`src/rtl/feistel_iter_engine.sv`:
```
// rtl/feistel_iter_engine.sv - iterative Feistel core, one round per cycle, external F
// Sits between the initial and reverse permutations; the subkey file is written only while idle.
module feistel_iter_engine #(
    parameter int WIDTH  = 64,
    parameter int ROUNDS = 16,
    parameter int KEY_W  = 48,
    parameter int AW     = $clog2(ROUNDS)
) (
    input  logic                 clk,
    input  logic                 rst,
    input  logic                 in_valid,
    output logic                 in_ready,
    input  logic [WIDTH-1:0]     in_data,
    input  logic                 in_decrypt,
    output logic                 out_valid,
    input  logic                 out_ready,
    output logic [WIDTH-1:0]     out_data,
    input  logic                 key_we,
    input  logic [AW-1:0]        key_addr,
    input  logic [KEY_W-1:0]     key_wdata,
    output logic                 key_err,
    output logic [WIDTH/2-1:0]   f_r,
    output logic [KEY_W-1:0]     f_key,
    input  logic [WIDTH/2-1:0]   f_out,
    output logic                 busy
);
    localparam int HALF = WIDTH / 2;
    localparam logic [AW:0]   ROUNDS_W = (AW+1)'(ROUNDS);
    localparam logic [AW-1:0] LAST     = AW'(ROUNDS - 1);

    typedef enum logic [1:0] {IDLE, RUN, DONE} state_t;

    state_t            state_q, state_d;
    logic [HALF-1:0]   l_q, r_q;
    logic [AW-1:0]     cnt_q;
    logic [AW-1:0]     k_idx;
    logic              mode_q;
    logic              key_err_q;
    logic [KEY_W-1:0]  key_q [ROUNDS];
    logic              accept;
    logic              last_round;
    logic              key_ok;
    logic              key_bad;

    assign accept     = in_valid && (state_q == IDLE);
    assign last_round = (state_q == RUN) && (cnt_q == LAST);
    assign key_ok     = key_we && (state_q == IDLE) && ({1'b0, key_addr} < ROUNDS_W);
    assign key_bad    = key_we && !key_ok;

    always_comb begin
        state_d = state_q;
        case (state_q)
            IDLE:    if (accept) state_d = RUN;
            RUN:     if (last_round) state_d = DONE;
            DONE:    if (out_ready) state_d = IDLE;
            default: state_d = IDLE;
        endcase
    end

    always_ff @(posedge clk or posedge rst) begin
        if (rst) state_q <= IDLE;
        else     state_q <= state_d;
    end

    // The counter parks on the last round so k_idx stays in range for non-power-of-2 ROUNDS.
    always_ff @(posedge clk or posedge rst) begin
        if (rst) begin
            l_q    <= '0;
            r_q    <= '0;
            cnt_q  <= '0;
            mode_q <= 1'b0;
        end else if (accept) begin
            l_q    <= in_data[WIDTH-1:HALF];
            r_q    <= in_data[HALF-1:0];
            cnt_q  <= '0;
            mode_q <= in_decrypt;
        end else if (state_q == RUN) begin
            l_q <= r_q;
            r_q <= l_q ^ f_out;
            if (!last_round) cnt_q <= cnt_q + 1'b1;
        end
    end

    always_ff @(posedge clk or posedge rst) begin
        if (rst) begin
            for (int i = 0; i < ROUNDS; i++) key_q[i] <= '0;
        end else if (key_ok) begin
            key_q[key_addr] <= key_wdata;
        end
    end

    always_ff @(posedge clk or posedge rst) begin
        if (rst) key_err_q <= 1'b0;
        else     key_err_q <= key_bad;
    end

    assign k_idx     = mode_q ? (LAST - cnt_q) : cnt_q;
    assign f_key     = key_q[k_idx];
    assign f_r       = r_q;
    assign out_data  = {r_q, l_q};
    assign in_ready  = (state_q == IDLE);
    assign out_valid = (state_q == DONE);
    assign busy      = (state_q != IDLE);
    assign key_err   = key_err_q;
endmodule

```
`config.mk`:
```
export PLATFORM = sky130hd
export DESIGN_NAME = feistel_iter_engine
export DESIGN_NICKNAME = d
export VERILOG_FILES = /design/src/rtl/feistel_iter_engine.sv
export SDC_FILE = /design/constraint.sdc
export NUM_CORES = 2
export LEC_CHECK = 0
export ABC_AREA = 0
export BUFFER_PORTS_ARGS = -buffer_cell sky130_fd_sc_hd__buf_2
export CAP_MARGIN = 20
export CORE_MARGIN = 5
export CORE_UTILIZATION = 30
export DETAILED_ROUTE_END_ITERATION = 10
export MAX_ROUTING_LAYER = met4
export PLACE_DENSITY = 0.48
export SLEW_MARGIN = 10
export SYNTH_ARGS = -nofsm -noshare
export SYNTH_HDL_FRONTEND = slang
export SYNTH_SLANG_ARGS = --single-unit
export TNS_END_PERCENT = 10
```
`constraint.sdc`:
```
create_clock -name clk -period 27.3 [get_ports clk]
set_input_delay 2.73 -clock clk [delete_from_list [all_inputs] [get_ports clk]]
set_output_delay 2.73 -clock clk [all_outputs]
set_load 0.02 [all_outputs]
```
==> summary.txt <==
Flow run
  – Number of max-cap violations: 0

Worst setup path
  – Worst path max stage delay: 950 ps
  – Arrival time at the worst endpoint: 5500 ps
  – CP max-delay cell: dfrtp_4
  – CP Cell Sequence: buf_4 > xor2_4 > buf_4 > buf_4 > o211ai_1 > o2bb2ai_1 > buf_2
  – Crit path kind: register to output port
  – Startpoint types: register
  – Crit path top cell by count: buf_4
  – FF-to-FF path depth: 5
  – Required @ worst endpoint: 24570 ps
  – Peak fanout along the critical path: 56
  – CP endpoint kind: output port

Placement
  – Area post-placement: 42800 um^2
  – Detail Placement HPWL: 75700 um
  – Number of port buffers: 301
  – Placer Congestion: 0.841

STA
  – Fmax achieved: 121 MHz
  – Fin crit share: 0.302
  – Worst-margin pin slew: 1140 ps
  – Fin. Hold Viols: 0
  – Fin crit period: 8230 ps
  – Total Negative Setup Slacks: 0 ps
  – RSZ-0062 raised after global routing: no
  – Clock skew: 17.7 ps
  – Slew headroom: 0.242
  – Slew Viols, Final: 0
  – Final setup fails: 0

Routing
  – First-pass detailed-route iteration total: 9
  – WL met1: 61900 um
  – Routed Antenna Nets: 0
  – Max layer used: met4
  – Routed length on met2: 61800 um
  – DRT iter0 DRCs: 2127
  – DR vias: 29656
  – DR WL met3: 7530 um
  – Total wire length: 134000 um
  – WL/cell: 25.5 um
  – Total DRC errors in the routed layout: 0
  – Vias per Instance: 5.61

Yosys
  – Synth unique cells: 52
  – Fraction of registers with async set/reset: 1.00
  – Post-synthesis net count: 3517
  – Post-synth EDFFs: 0
  – Cells after Synth: 3362
  – Syn avg cell area: 12.0 um^2
  – Post-synth top flop: dfrtp_1
  – Seq/Total Area, Yosys: 0.522
  – Synth Cell Area: 40200 um^2
  – Ys Warns: 0
  – Post-synthesis register bit count: 840

CTS
  – Skew-Pair Late Insertion Delay: 700 ps
  – Hold buffer count at CTS: 0
  – CTS H-Tree Depth: 3
  – CTS max path bufs: 3
  – CTS Buf Count: 96
  – Post-CTS Resized: 0
  – CTS tree: yes
  – Root Buffer: clkbuf_16
  – Post-CTS setup buffers: 0
  – Clock sink count: 840
  – CTS clk-pin slew, worst paths: 60 ps

Global routing
  – First-pass GRT wire length: 202000 um
  – Total GRT Usage: 0.191
  – Initial antenna violation count: 14
  – Grt total ovfl: 0
  – Largest net degree at the start of global routing: 172
  – Number of global-route vias before repair: 30044

Floorplanning
  – Initial Util: 0.302
  – I/O pin count: 302
  – Die H: 376 um
  – Die Width: 376 um
  – Placeable Area: 133000 um^2
  – Number of core rows: 134
  – Die footprint: 142000 um^2

Power
  – VDD IR max: 0.130 mV
  – Pleak: 20.9 nW
  – Pwr per Cell Area: 133 nW/um^2

Hold path
  – Hold WC Path Type: register to register
  – Cells on Worst Hold Path: 1

Finish
  – Layout area overhead: 15.2%
  – Nets: 3584
  – Share of cells above drive strength 1: 0.380
  – Final Instance Area: 46300 um^2

Outcome
  – Status: completed
synth_stat cells, types with 47 or more instances:
library cell  instances  area share
a21oi_1             102       0.013
o221ai_1             73       0.016
o22ai_1             118       0.018
nor3_1               51      0.0063
a221oi_1            241       0.052
a222oi_1             47       0.012
o21ai_0             185       0.023
mux2_2              760        0.21
buf_2               110       0.014
nand2_1             198       0.018
dfrtp_1             840        0.52
nor2_1               83      0.0077
nand3_1              51      0.0063
clkbuf_1            196       0.018
where the power goes:
group	total [W]	leakage [nW]	internal, W	switching (W)
clock	0.00140	1.68	0.000842	0.000557
combinational	0.00269	8.12	0.000993	0.00170
sequential	0.00207	11.1	0.00170	0.000374
total	0.00616	20.9	0.00353	0.00263
placed cells by master (no fill, tap or decap), types with 13 or more instances in the layout:
cell type,count
a211oi_1,24
a21oi_1,102
a221oi_1,241
a222oi_1,47
a22oi_1,32
buf_2,301
buf_4,49
bufinv_16,13
clkbuf_16,97
clkbuf_8,24
clkinv_2,16
dfrtp_1,836
mux2_2,760
nand2_1,190
nand3_1,49
nor2_1,77
nor3_1,50
o211ai_1,22
o21ai_0,182
o221ai_1,73
o22ai_1,118
o2bb2ai_1,46
xnor2_1,34
flip-flops by register name, indices dropped and copies added (netlist names):
signal and flops:
f_r 32, key_q 768, l_q 32, key_err 1, mode_q 1, cnt_q 4, state_q 2
path summary, 6_finish.rpt:
| check | start | endpoint | slack [ps] |
|---|---|---|---|
| max | mode_q | f_key[2] | 19070 |
| min | key_q[733] | key_q[733] | 500 |
| max reg2reg | cnt_q[2] | cnt_q[2] | 24050 |
| min reg2reg | key_q[733] | key_q[733] | 500 |
| max in group asynchronous | rst | key_q[638] | 22080 |
| min in group asynchronous | rst | f_r[6] | 2150 |
cell type report:
class                   count  area (um^2)
flip-flops and latches    840        21000
repair buffers            355         1990
clock buffers             131         2800
multi-input cells        2129        17600
well taps                1768         2210
fillers                 13335        86900
inverters                   7         43.8
clock inverters            45          646
diodes                      7         17.5
metrics by stage:
step,cells,hold WS (ps),util,total power [W],worst slack (ps)
after CTS,5272,494,0.347,0.00621,18890
after global placement,5096,469,0.321,0.00476,19710
after detailed placement,5096,480,0.321,0.00479,19670
after floorplan,3362,459,-,0.00380,970
after global routing,5282,513,0.348,0.00653,18850
final,5282,497,0.348,0.00616,19070
worst max-delay path: cells and delay by family, from the launching register on:
kind | cells | cell delay, ps
compound gates | 2 | 630
buf+inv | 4 | 2280
flops | 1 | 950
xor+xnor | 1 | 860
per-layer routing:
metal	track usage	vias up
met1	0.263	15630
met5	-	-
li1	-	12960
met2	0.290	876
met4	0.0529	0
met3	0.0342	190
cell families (layout without fill, tap and decap cells):
logic type,count (synthesis),in the layout,share of synthesized area
adders and majority gates,1,1,0.000311
AOI/OAI and AO/OA,906,906,0.162
other,0,7,0
buffers and inverters,393,538,0.0469
DFF,840,840,0.522
and+or+nand+nor,417,417,0.0455
xor gates and xnor gates,36,36,0.00784
muxes,769,769,0.215
No activity file was read; power rests on OpenSTA's default activity.
